File: config.mk
export PLATFORM = sky130hd
export DESIGN_NAME = uart_tx_cfg
export DESIGN_NICKNAME = d
export VERILOG_FILES = /design/src/rtl/uart_tx_cfg.sv
export SDC_FILE = /design/constraint.sdc
export NUM_CORES = 1
export LEC_CHECK = 0
export BUFFER_PORTS_ARGS = -buffer_cell sky130_fd_sc_hd__buf_2
export CAP_MARGIN = 20
export CELL_PAD_IN_SITES_DETAIL_PLACEMENT = 1
export CELL_PAD_IN_SITES_GLOBAL_PLACEMENT = 1
export CORE_UTILIZATION = 45
export CTS_CLUSTER_DIAMETER = 150
export DETAILED_ROUTE_END_ITERATION = 10
export PLACE_DENSITY_LB_ADDON = 0.05
export REMOVE_ABC_BUFFERS = 1
export SLEW_MARGIN = 20
export SYNTH_ARGS = -nofsm -noshare
export SYNTH_HDL_FRONTEND = slang
export SYNTH_SLANG_ARGS = --single-unit
File: constraint.sdc
create_clock -name clk -period 5.1 [get_ports clk]
set_clock_uncertainty 0.15 [all_clocks]
set_input_delay 0.255 -clock clk [delete_from_list [all_inputs] [get_ports clk]]
set_output_delay 0.255 -clock clk [all_outputs]
set_load 0.03 [all_outputs]
File: src/rtl/uart_tx_cfg.sv
// rtl/uart_tx_cfg.sv - configurable UART transmitter with parity, 1/2 stop bits and break
module uart_tx_cfg #(
    parameter int DBIT_MAX = 8,
    parameter int OVS      = 16
) (
    input  logic                         clk,
    input  logic                         reset_n,
    input  logic                         s_tick,
    input  logic                         tx_valid,
    output logic                         tx_ready,
    input  logic [DBIT_MAX-1:0]          tx_data,
    input  logic [$clog2(DBIT_MAX+1)-1:0] cfg_len,
    input  logic [1:0]                   cfg_par,
    input  logic                         cfg_stop2,
    input  logic                         send_break,
    output logic                         tx_busy,
    output logic                         tx_done_tick,
    output logic                         tx
);
    localparam int LW = $clog2(DBIT_MAX + 1);
    localparam int TW = $clog2(2 * OVS);
    localparam logic [TW-1:0] BIT_LAST   = TW'(OVS - 1);
    localparam logic [TW-1:0] STOP2_LAST = TW'(2 * OVS - 1);

    typedef enum logic [2:0] {
        IDLE   = 3'd0,
        START  = 3'd1,
        DATA   = 3'd2,
        PARITY = 3'd3,
        STOP   = 3'd4,
        BREAK  = 3'd5
    } state_t;

    state_t              state_q, state_d;
    logic [TW-1:0]       tick_q, tick_d;
    logic [LW-1:0]       bit_q, bit_d;
    logic [LW-1:0]       len_q, len_d;
    logic [DBIT_MAX-1:0] sh_q, sh_d;
    logic [1:0]          par_q, par_d;
    logic                stop2_q, stop2_d;
    logic                brk_q, brk_d;
    logic                pacc_q, pacc_d;
    logic                tx_q, tx_d;
    logic [LW-1:0]       len_clamped;
    logic [TW-1:0]       stop_last;

    always_comb begin
        len_clamped = cfg_len;
        if (cfg_len < LW'(5))
            len_clamped = LW'(5);
        else if (cfg_len > LW'(DBIT_MAX))
            len_clamped = LW'(DBIT_MAX);
    end

    // A mark-after-break clears stop2_q, so it always lasts one bit time.
    assign stop_last = stop2_q ? STOP2_LAST : BIT_LAST;

    always_ff @(posedge clk or negedge reset_n) begin
        if (!reset_n) begin
            state_q <= IDLE;
            tick_q  <= '0;
            bit_q   <= '0;
            len_q   <= LW'(DBIT_MAX);
            sh_q    <= '0;
            par_q   <= '0;
            stop2_q <= 1'b0;
            brk_q   <= 1'b0;
            pacc_q  <= 1'b0;
            tx_q    <= 1'b1;
        end else begin
            state_q <= state_d;
            tick_q  <= tick_d;
            bit_q   <= bit_d;
            len_q   <= len_d;
            sh_q    <= sh_d;
            par_q   <= par_d;
            stop2_q <= stop2_d;
            brk_q   <= brk_d;
            pacc_q  <= pacc_d;
            tx_q    <= tx_d;
        end
    end

    always_comb begin
        state_d      = state_q;
        tick_d       = tick_q;
        bit_d        = bit_q;
        len_d        = len_q;
        sh_d         = sh_q;
        par_d        = par_q;
        stop2_d      = stop2_q;
        brk_d        = brk_q;
        pacc_d       = pacc_q;
        tx_d         = tx_q;
        tx_ready     = 1'b0;
        tx_done_tick = 1'b0;
        case (state_q)
            IDLE: begin
                tx_d     = 1'b1;
                tx_ready = !send_break;
                if (send_break) begin
                    state_d = BREAK;
                    tx_d    = 1'b0;
                end else if (tx_valid) begin
                    state_d = START;
                    tx_d    = 1'b0;
                    sh_d    = tx_data;
                    len_d   = len_clamped;
                    par_d   = cfg_par;
                    stop2_d = cfg_stop2;
                    brk_d   = 1'b0;
                    pacc_d  = 1'b0;
                    tick_d  = '0;
                    bit_d   = '0;
                end
            end
            START: begin
                if (s_tick) begin
                    if (tick_q == BIT_LAST) begin
                        tick_d  = '0;
                        state_d = DATA;
                        tx_d    = sh_q[0];
                    end else begin
                        tick_d = tick_q + TW'(1);
                    end
                end
            end
            DATA: begin
                if (s_tick) begin
                    if (tick_q == BIT_LAST) begin
                        tick_d = '0;
                        sh_d   = sh_q >> 1;
                        pacc_d = pacc_q ^ sh_q[0];
                        if (bit_q == len_q - LW'(1)) begin
                            bit_d = '0;
                            if (par_q[0] ^ par_q[1]) begin
                                state_d = PARITY;
                                tx_d    = pacc_q ^ sh_q[0] ^ par_q[1];
                            end else begin
                                state_d = STOP;
                                tx_d    = 1'b1;
                            end
                        end else begin
                            bit_d = bit_q + LW'(1);
                            tx_d  = sh_q[1];
                        end
                    end else begin
                        tick_d = tick_q + TW'(1);
                    end
                end
            end
            PARITY: begin
                if (s_tick) begin
                    if (tick_q == BIT_LAST) begin
                        tick_d  = '0;
                        state_d = STOP;
                        tx_d    = 1'b1;
                    end else begin
                        tick_d = tick_q + TW'(1);
                    end
                end
            end
            STOP: begin
                tx_d = 1'b1;
                if (s_tick) begin
                    if (tick_q == stop_last) begin
                        tick_d       = '0;
                        state_d      = IDLE;
                        tx_done_tick = !brk_q;
                    end else begin
                        tick_d = tick_q + TW'(1);
                    end
                end
            end
            BREAK: begin
                tx_d = 1'b0;
                if (!send_break) begin
                    state_d = STOP;
                    tx_d    = 1'b1;
                    tick_d  = '0;
                    stop2_d = 1'b0;
                    brk_d   = 1'b1;
                end
            end
            default: begin
                state_d = IDLE;
                tx_d    = 1'b1;
                tick_d  = '0;
                bit_d   = '0;
            end
        endcase
    end

    assign tx_busy = (state_q != IDLE);
    assign tx      = tx_q;

endmodule
==> results of run 1 <==
-- worst max-delay path by stage --
stage                                 from                endpoint  slack, ps  cells after the start
global route        state_q[2]$_DFFE_PN0P_  state_q[0]$_DFFE_PN0P_       2450                      5
detailed placement    len_q[0]$_DFFE_PN0P_  state_q[0]$_DFFE_PN0P_       2650                      7
global placement      len_q[0]$_DFFE_PN0P_  state_q[2]$_DFFE_PN0P_       2810                      7
finish                len_q[0]$_DFFE_PN0P_  state_q[0]$_DFFE_PN0P_       2610                      7
floorplan           state_q[1]$_DFFE_PN0P_            tx_done_tick       2730                      3
CTS                   len_q[0]$_DFFE_PN0P_  state_q[0]$_DFFE_PN0P_       2610                      7
-- per-layer routing --
metal / GRT usage, % / part of all wire (%)
met1: 31.2 / 47
met2: 39.2 / 49
met3: 5.03 / 3.0
met4: 7.07 / 0.85
met5: 0 / 0
-- cell usage after synthesis, drive strengths merged, types with 3 or more instances --
master / n / area (µm²)
buf: 6 / 35.0
clkbuf: 5 / 20.0
o21ai: 22 / 110
nand2b: 3 / 18.8
nor2b: 5 / 31.3
nand3: 6 / 30.0
nor3b: 3 / 22.5
a21oi: 9 / 45.0
nor4b: 4 / 35.0
nor2: 13 / 56.3
xnor2: 5 / 43.8
nor3: 11 / 55.1
inv: 7 / 26.3
a21o: 4 / 30.0
nand2: 27 / 104
or3: 3 / 18.8
dfrtp: 28 / 701
mux2i: 7 / 70.1
ha: 5 / 62.6
-- flip-flops by register name, indices dropped and copies added (netlist names) --
| register | cells |
|---|---|
| brk_q | 1 |
| pacc_q | 1 |
| sh_q | 8 |
| par_q | 2 |
| stop2_q | 1 |
| len_q | 4 |
| state_q | 3 |
| tick_q | 5 |
| tx | 1 |
| bit_q | 4 |
-- through the flow --
| stage | worst slack (ps) | power, W | cell area [µm²] | std cells |
|---|---|---|---|---|
| after floorplan | 2730 | 0.000831 | 1760 | 192 |
| final | 2610 | 0.00122 | 2060 | 272 |
| after CTS | 2610 | 0.00123 | 2060 | 272 |
| after global routing | 2450 | 0.00132 | 2060 | 272 |
| after global placement | 2810 | 0.000946 | 1930 | 263 |
| after detailed placement | 2650 | 0.000980 | 1930 | 263 |
-- power by group through the flow --
| stage | clock (W) | sequential (W) | combinational, W |
|---|---|---|---|
| finish | 0.000241 | 0.000462 | 0.000521 |
| global route | 0.000256 | 0.000479 | 0.000589 |
| CTS | 0.000243 | 0.000460 | 0.000523 |
| detailed placement | 0 | 0.000463 | 0.000517 |
| global placement | 0 | 0.000456 | 0.000490 |
| floorplan | 0 | 0.000436 | 0.000394 |
-- area by class of cell --
cell class,count,area share (%)
clock buffers,5,3.35
clock inverters,3,2.19
inverters,7,1.28
multi-input cells,155,47.6
flip-flops and latches,30,36.6
well taps,48,2.92
repair buffers,24,6.08
-- kinds of logic (layout without fill, tap and decap cells) --
group / Yosys count / after routing / share of synthesized area, %
and+or+nand+nor: 80 / 80 / 22.4
xor gates and xnor gates: 8 / 8 / 4.62
buffers and inverters: 18 / 39 / 4.49
DFF: 30 / 30 / 41.5
adders and majority gates: 5 / 5 / 3.45
AOI/OAI and AO/OA: 53 / 53 / 18.4
muxes: 9 / 9 / 5.11
-- worst max-delay path, cell delays in order (launching register included) --
cell	delay (ps)
dfrtp_1	390
inv_1	70
ha_1	200
xnor3_1	350
nand3_1	100
o21bai_1	460
o311a_1	300
mux2_2	350
==> results.md, run 1 <==
* Initial antenna violation count at 0
* Core area at roughly 3800 µm²
* P_int at 0.000709 W
* Die H at 65.5 µm
* Initial Utilization at about 48%
* Setup crit start kind: flip-flop
* Clock sinks at 30
* Flop2flop setup slack at ~2600 ps
* Cells on worst reg2reg path at 7
* Crit path required time at 5120 ps
* Vias at 1525
* Antenna-violating nets left at 0
* Io pins at 24
* Post-synth ARST share at 100%
* Synth warn at 0
* Worst hold stages at 3
* GRT Overall Usage at 23.8%
* Post-synthesis register bit count at 30
* Area of the multi-input gates at 978 µm²
* Cell count after synthesis at 203
* Remaining Overflow, GRT at 0
* CTS tree: done
* Total negative slack at 0 ps
* Synth unique cells at 46
* Max_cap viols at 0
* Vias in the first global route at 1599
* Post-synth EDFFs at 0
* Hold Path Origin: cfg_par[0]
* Hold Vio Cnt, Final at 0
* Rows at 22
* Psw at between 0.0005 and 0.0006 W
* N_diodes at 0
* Clk pwr share at 19.7%
* Part of the power in registers at 37.7%
* DRT Pass-1 Iters at 4
* Final setup viols at 0
* Critical Path Sink Type: flip-flop
* Most common cell after layout, fill and taps aside: dfrtp_1
* VDD IR max at 0.000367 V
* Worst R2R End: state_q[0]$_DFFE_PN0P_
* Fin crit share at between 40% and 50%
* Primary FF master, synth: dfrtp_1
* Worst r2r src: len_q[0]$_DFFE_PN0P_
* CTS root buf: clkbuf_8
* Post-DP HPWL at roughly 3.2 mm
* WL/cell at between 15 and 20 µm
* Sequential element share of the synthesized area at 41.5%
* Sw Ratio at 42.0%
* Total die area at 4290 µm²
* Clk_lat worst skew at roughly 290 ps
* Slew HR at 55.9%
* Syn Area/Cell at 8.93 µm²
* P_leak at approximately 1 nW
* Hold buffer count at CTS at 1
* Critical path peak fanout at 7
* Remaining DRCs at 0
* Post-Synthesis Cell Area at 1810 µm²
* Combinational Power Share at 42.6%
* Gpl congestion at roughly 0.83
* Port Buf Inserts at 23
* Most frequent cells in the layout: dfrtp_1, nand2_1, buf_2, o21ai_0, nor2_1
* Area Growth Syn to Fin at 13.5%
* RSZ-0062 raised after global routing: no
* Min Hold Slack at 22.9 ps
* Worst-Margin Slew at 662 ps
* Setup bufs post-CTS at 0
* Register area at 753 µm²
* HP Class: in2reg
* # H-tree levels at 2
* Post-layout util at between 50 and 60%
* Iter 0 DRT Violations at 70
* Clock slew at reported path FFs at approximately 80 ps
* Die X-Extent at approximately 65 µm
* Post-layout min period at 2490 ps
* Layout cells sized above 1 at between 10% and 20%
* Post-CTS resize count at 0
* TritonCTS Buffers at 5
* Fmax achieved at around 400 MHz
* Crit path kind: reg2reg
* Largest net degree at the start of global routing at 31
* Status: complete, no violations
* Crit path DAT at 2510 ps
* First-pass GRT wire length at 7.67 mm
* Final net count at 248
* Pwr Density at a little under 600 nW/µm²
* Drt total wl at 4.45 mm
* Hold EP: par_q[0]$_DFFE_PN0P_
* Vias per cell at 5.61
* Longest Clk Path Bufs at 2
* Fillers at 454
* Pins Over Slew Limit at 0
(Power assumes the default switching activity.)
==> run 2, diff against run 1 <==
ABC_AREA = 1   (was not set)
CORE_UTILIZATION = 38   (was 45)
clock period = 2.1 ns   (was 5.1 ns; I/O delays follow)
==> run 2 against run 1 <==
Net effect:
- clock power up 110%
- utilization down 2.9 points
- final area up 19%
- critical endpoint is now tx_done_tick
- critical path depth decreased by 1
- non-clock buffer count is 26 higher
==> results.md, run 2 <==
* Status: complete, no violations
* Leading area contributor after synthesis: dfrtp_1
* Psw at roughly 0.0016 W
* Vias in the first global route at 1907
* Setup crit start kind: flip-flop
* Core area at 4750 µm²
* P_int at between 0.0015 and 0.002 W
* Synth warn at 0
* Total negative slack at 0 ps
* Final setup viols at 0
* WL/cell at 13.6 µm
* Gpl congestion at a little over 0.8
* VDD IR max at 0.000583 V
* Synth unique cells at 30
* Commonest cells in the netlist: nand2_1, inv_1, dfrtp_1, nand3_1, o21ai_0
* Cell count after synthesis at 259
* Area of the multi-input gates at 1010 µm²
* Top-count cell post-synth: nand2_1
* Die H at 72.6 µm
* Post-Layout Inst Area at 2450 µm²
* Pwr Density at 1380 nW/µm²
* Largest register FFs at 8
* # H-tree levels at 2
* Port Buf Inserts at 23
* Clk_lat worst skew at 290 ps
* Place WS at 28.7 ps
* Max_cap viols at 0
* CTS root buf: clkbuf_8
* DRT Pass-1 Iters at 4
* Clock sinks at 30
* Post-synthesis register bit count at 30
* Iter 0 DRT Violations at 99
* Io pins at 24
* Vias per cell at between 4 and 5
* Clk pwr share at 14.7%
* Sw Ratio at 47.8%
* TritonCTS Buffers at 5
* Largest net degree at the start of global routing at 31
* Combinational Power Share at roughly 56%
* Post-layout util at 51.6%
* First-pass GRT wire length at around 8.8 mm
* Total die area at 5270 µm²
* Antenna-violating nets left at 0
* Clock slew at reported path FFs at 70 ps
* Setup ws final at 119 ps
* Initial antenna violation count at 0
* Fillers at between 600 and 700
* N_diodes at 0
* Crit path DAT at 1730 ps
* HP Class: in2reg
* Final net count at between 300 and 400
* Initial Utilization at 39.8%
* Drt total wl at between 5 and 6 mm
* Critical path peak fanout at 6
* Critical Path Sink Type: output pin
* Post-synth ARST share at 100%
* Rows at 25
* Primary FF master, synth: dfrtp_1
* Worst-Margin Slew at 720 ps
* GRT Overall Usage at a little over a fifth
* Syn Area/Cell at 7.31 µm²
* Fin crit share at 94.3%
* Synth top area share at 37.0%
* Post-DP HPWL at about 3.6 mm
* Crit path required time at 1850 ps
* Remaining DRCs at 0
* Vias at 1869
* Slew HR at 52.0%
* P_leak at around 1.2 nW
* Top flop regs: sh_q: 8 flops, tick_q: 5 flops
* Area after DPL at 2090 µm²
* Part of the power in registers at 29.1%
* Crit path kind: reg2out
* Remaining Overflow, GRT at 0
* Most common cell after layout, fill and taps aside: nand2_1
* Cells on worst reg2reg path at 13
* Largest Register: sh_q
* Total power at 0.00339 W
* Hold Vio Cnt, Final at 0
* Area Growth Syn to Fin at 29.5%
* Synth area leaders: dfrtp_1, nand2_1, inv_1
* Worst hold stages at 3
* Longest Clk Path Bufs at 2
* Most frequent cells in the layout: nand2_1, inv_1, dfrtp_1, buf_2, nand3_1
* Pins Over Slew Limit at 0
* Post-synth EDFFs at 0
* Layout cells sized above 1 at 23.2%
* Sequential element share of the synthesized area at 39.8%
* CTS tree: done
* Register area at 753 µm²
* Post-Synthesis Cell Area at ~1900 µm²
* Post-layout min period at 1980 ps
* Fmax achieved at 505 MHz
* Die X-Extent at 72.6 µm
==> run 2: cell count changes in the layout (fill, tap and decap cells not counted), sizes merged, moves of 6 or more <==
cell | before | now
nand2 | 27 | 82
inv | 7 | 41
nand3 | 6 | 25
dlygate4sd3 | 1 | 17
buf | 23 | 33
nor3 | 11 | 2
o211ai | 1 | 10
mux2i | 7 | 0
nor2 | 13 | 19
==> run 2: logic make-up after synthesis <==
logic type	Yosys count	synth area share, %
flops	30	39.8
buf+inv	44	9.25
simple gates	133	32.6
compound gates	45	14.1
fa+ha+maj	5	3.30
xor+xnor	2	0.925
==> run 2: worst max-delay path, stage by stage (launching register included) <==
cell     delay (ps)
dfrtp_1         430
inv_2           140
nand2_1         110
nor2_1          200
inv_1           120
nor4_2          240
buf_4           200
==> run 2: per-layer routing <==
layer / share of wire, % / GRT usage, % / vias up
met2: 50 / 38.3 / 17
met5: 0 / 0 / -
li1: - / - / 948
met3: 2.0 / 3.87 / 6
met1: 46 / 27.0 / 898
met4: 1.5 / 7.19 / 0
==> run 2: power groups by stage <==
stage / Sequential, W / Clock [W] / Combinational [W]
after global routing: 0.00102 / 0.000528 / 0.00220
after floorplan: 0.000963 / 0 / 0.00129
after CTS: 0.000986 / 0.000510 / 0.00175
after global placement: 0.000986 / 0 / 0.00167
final: 0.000986 / 0.000497 / 0.00191
after detailed placement: 0.000996 / 0 / 0.00171
==> run 2: final cells by class <==
class / instances / area share (%)
multi-input combinational: 186 / 41.1
sequential: 30 / 30.7
timing repair buffer: 50 / 14.8
inverter: 41 / 6.27
clock buffer: 7 / 3.52
tap: 67 / 3.42
clock inverter: 1 / 0.204
==> run 2: final timing paths <==
path                                           to                    from  slack [ps]
max                                  tx_done_tick  state_q[1]$_DFFE_PN0P_         120
min                          len_q[3]$_DFFE_PN1P_                tx_valid          40
max reg2reg                state_q[2]$_DFFE_PN0P_   tick_q[0]$_DFFE_PN0P_         120
min reg2reg                  len_q[3]$_DFFE_PN1P_    len_q[3]$_DFFE_PN1P_         340
max in group asynchronous    bit_q[2]$_DFFE_PN0P_                 reset_n        1080
min in group asynchronous     sh_q[0]$_DFFE_PN0P_                 reset_n         260
==> run 2: repair_timing <==
item / 4_1_cts / 5_1_grt
gates resized for setup: 0 / 10
hold endpoints to repair: 43 / 0
hold buffers: 17 / 0
setup endpoints to repair: 0 / 16
setup buffers: 0 / 7
==> run 2: stage by stage <==
step           instances  hold WS [ps]
3_5_place_dp         349          59.3
4_1_cts              374          61.6
5_1_grt              382          52.3
3_3_place_gp         349          52.1
6_report             382          39.4
2_1_floorplan        256          -341
==> run 3, diff against run 2 <==
ABC_AREA = not set   (was 1)
CORE_UTILIZATION = 39   (was 38)
RECOVER_POWER = 25   (was not set)
SLEW_MARGIN = not set   (was 20)
==> run 3 against run 2 <==
Net effect:
- non-clock buffer count is 5 higher
- critical endpoint is now state_q[0]$_DFFE_PN0P_
- total power is 5.6% lower
- first-iteration DRC count is 45% lower
- setup slack worse by 110 ps
- sequential cell count stayed put
- cell count is 20% lower
==> results.md, run 3 (same netlist as run 1, synthesis figures left out) <==
* Die X-Extent at 70.2 µm
* Slew HR at 46.9%
* Cells on worst reg2reg path at 7
* Total die area at slightly below 5000 µm²
* Remaining DRCs at 0
* Port Buf Inserts at 23
* CP max stage delay at 360 ps
* Final net count at roughly 280
* Fin crit share at 99.6%
* WL met3 at 106 µm
* N_diodes at 0
* Layout cells sized above 1 at ~25%
* Crit path required time at ~2100 ps
* Pwr Density at 1350 nW/µm²
* Fmax achieved at 478 MHz
* Most frequent cells in the layout: dfrtp_1, nand2_1, o21ai_0, buf_2, buf_4
* First-pass GRT wire length at 8.77 mm
* Initial antenna violation count at 0
* Post-layout min period at roughly 2100 ps
* CTS tree: done
* Vias in the first global route at around 1.8k
* Metal-1 WL at 2.26 mm
* Pins Over Slew Limit at 0
* Core area at 4410 µm²
* Crit path buf inv count at 1
* DRT Pass-1 Iters at 6
* Max_cap viols at 0
* Largest register FFs at 8
* Iter 0 DRT Violations at 54
* Clock sinks at 30
* Vias per cell at 5.50
* Antenna-violating nets left at 0
* GRT Overall Usage at 22.8%
* Remaining Overflow, GRT at 0
* Final setup viols at 0
* Post-layout util at 53.6%
* Largest net degree at the start of global routing at 31
* Highest metal used: met4
* Routed met2 length at roughly 2.7 mm
* Crit path kind: reg2reg
* Initial Utilization at 41.1%
* Top flop regs: sh_q: 8 flops, tick_q: 5 flops
* Clk_lat worst skew at 280 ps
* Clock slew at reported path FFs at 60 ps
* Worst hold stages at 3
* Min Hold Slack at 9.19 ps
* WL/cell at 16.8 µm
* Worst-Margin Slew at 796 ps
* Die H at 70.2 µm
* Largest Register: sh_q
* Most common cell after layout, fill and taps aside: dfrtp_1
* Crit-path slowest cell: dfrtp_1
* Critical Path Sink Type: flip-flop
* CTS root buf: clkbuf_8
* TritonCTS Buffers at 5
* Drt total wl at 5.15 mm
* Crit path DAT at 2110 ps
* Status: complete, no violations
* Rows at 24
* Top Family by Delay on Critical Path: compound AO/OA/AOI/OAI gates
* VDD IR max at 0.000667 V
* Io pins at 24
* Worst path cell trace: inv_1 > ha_1 > xor2_1 > nand3_2 > o21bai_1 > o311a_1 > mux2_4
* Gpl congestion at 0.833
* Critical path depth at 7
* Area Growth Syn to Fin at 30.4%
* Vias at 1687
* Post-DP HPWL at 3.54 mm
* HP Class: in2reg
* Critical path peak fanout at 2
* Setup crit start kind: flip-flop
* Longest Clk Path Bufs at 2
* P_leak at 1.13 nW
* Hold Vio Cnt, Final at 0
* # H-tree levels at 2
* Total power at 0.00320 W
run 3: cell types whose count changed in the layout (fill, tap and decap cells not counted), sizes merged, moves of 6 or more:
cell,change
nor3,+9
buf,+9
o211ai,-9
nand3,-19
mux2i,+7
nand2,-55
inv,-34
nor2,-6
run 3: layer usage:
layer / GRT usage, % / vias to the layer above
li1: - / 821
met1: 27.5 / 835
met2: 40.8 / 22
met3: 5.05 / 9
met4: 6.00 / 0
met5: 0 / -
run 3: final timing paths:
check	startpoint	endpoint	slack, ps
max in group asynchronous	reset_n	state_q[1]$_DFFE_PN0P_	960
min in group asynchronous	reset_n	bit_q[3]$_DFFE_PN0P_	290
setup / recovery	len_q[0]$_DFFE_PN0P_	state_q[0]$_DFFE_PN0P_	8
hold reg to reg	len_q[3]$_DFFE_PN1P_	len_q[3]$_DFFE_PN1P_	320
setup reg to reg	len_q[0]$_DFFE_PN0P_	state_q[0]$_DFFE_PN0P_	8
hold / removal	tx_data[6]	sh_q[6]$_DFFE_PN0P_	9
run 3: cell type report:
| cell class | instances | area [µm²] |
|---|---|---|
| Inverter | 7 | 28.8 |
| Fill cell | 522 | 2050 |
| Tap cell | 52 | 65.1 |
| Timing Repair Buffer | 55 | 388 |
| Clock buffer | 8 | 80.1 |
| Sequential cell | 30 | 754 |
| Multi-Input combinational cell | 155 | 1050 |
run 3: what timing repair did:
| action | in CTS | in global routing |
|---|---|---|
| endpoints found under the hold margin | 42 | 0 |
| setup endpoints to repair | 4 | 7 |
| gates resized for setup | 4 | 14 |
| pin swaps | 3 | 7 |
| setup buffers | 2 | 3 |
| hold buffers | 12 | 0 |
run 3: worst register-to-register path: stages (launching register included):
cell and delay [ps]:
dfrtp_1 360, inv_1 60, ha_1 310, xor2_1 190, nand3_2 100, o21bai_1 230
o311a_1 270, mux2_4 310
run 3: stage by stage:
step                setup TNS, ps  instances  area (µm²)  worst slack [ps]
CTS                         -1.91        304        2280             -1.91
floorplan                    -318        192        1760              -121
finish                          0        307        2360              8.26
detailed placement           -101        282        2050             -49.0
global placement                0        282        2050              57.0
global route                 -298        307        2360              -109
run 3: report_power, final:
part	switching, W	leakage, nW	total (W)	internal (W)
registers	0.000217	0.380	0.00104	0.000823
logic	0.000921	0.706	0.00171	0.000793
clock network	0.000215	0.0395	0.000450	0.000235
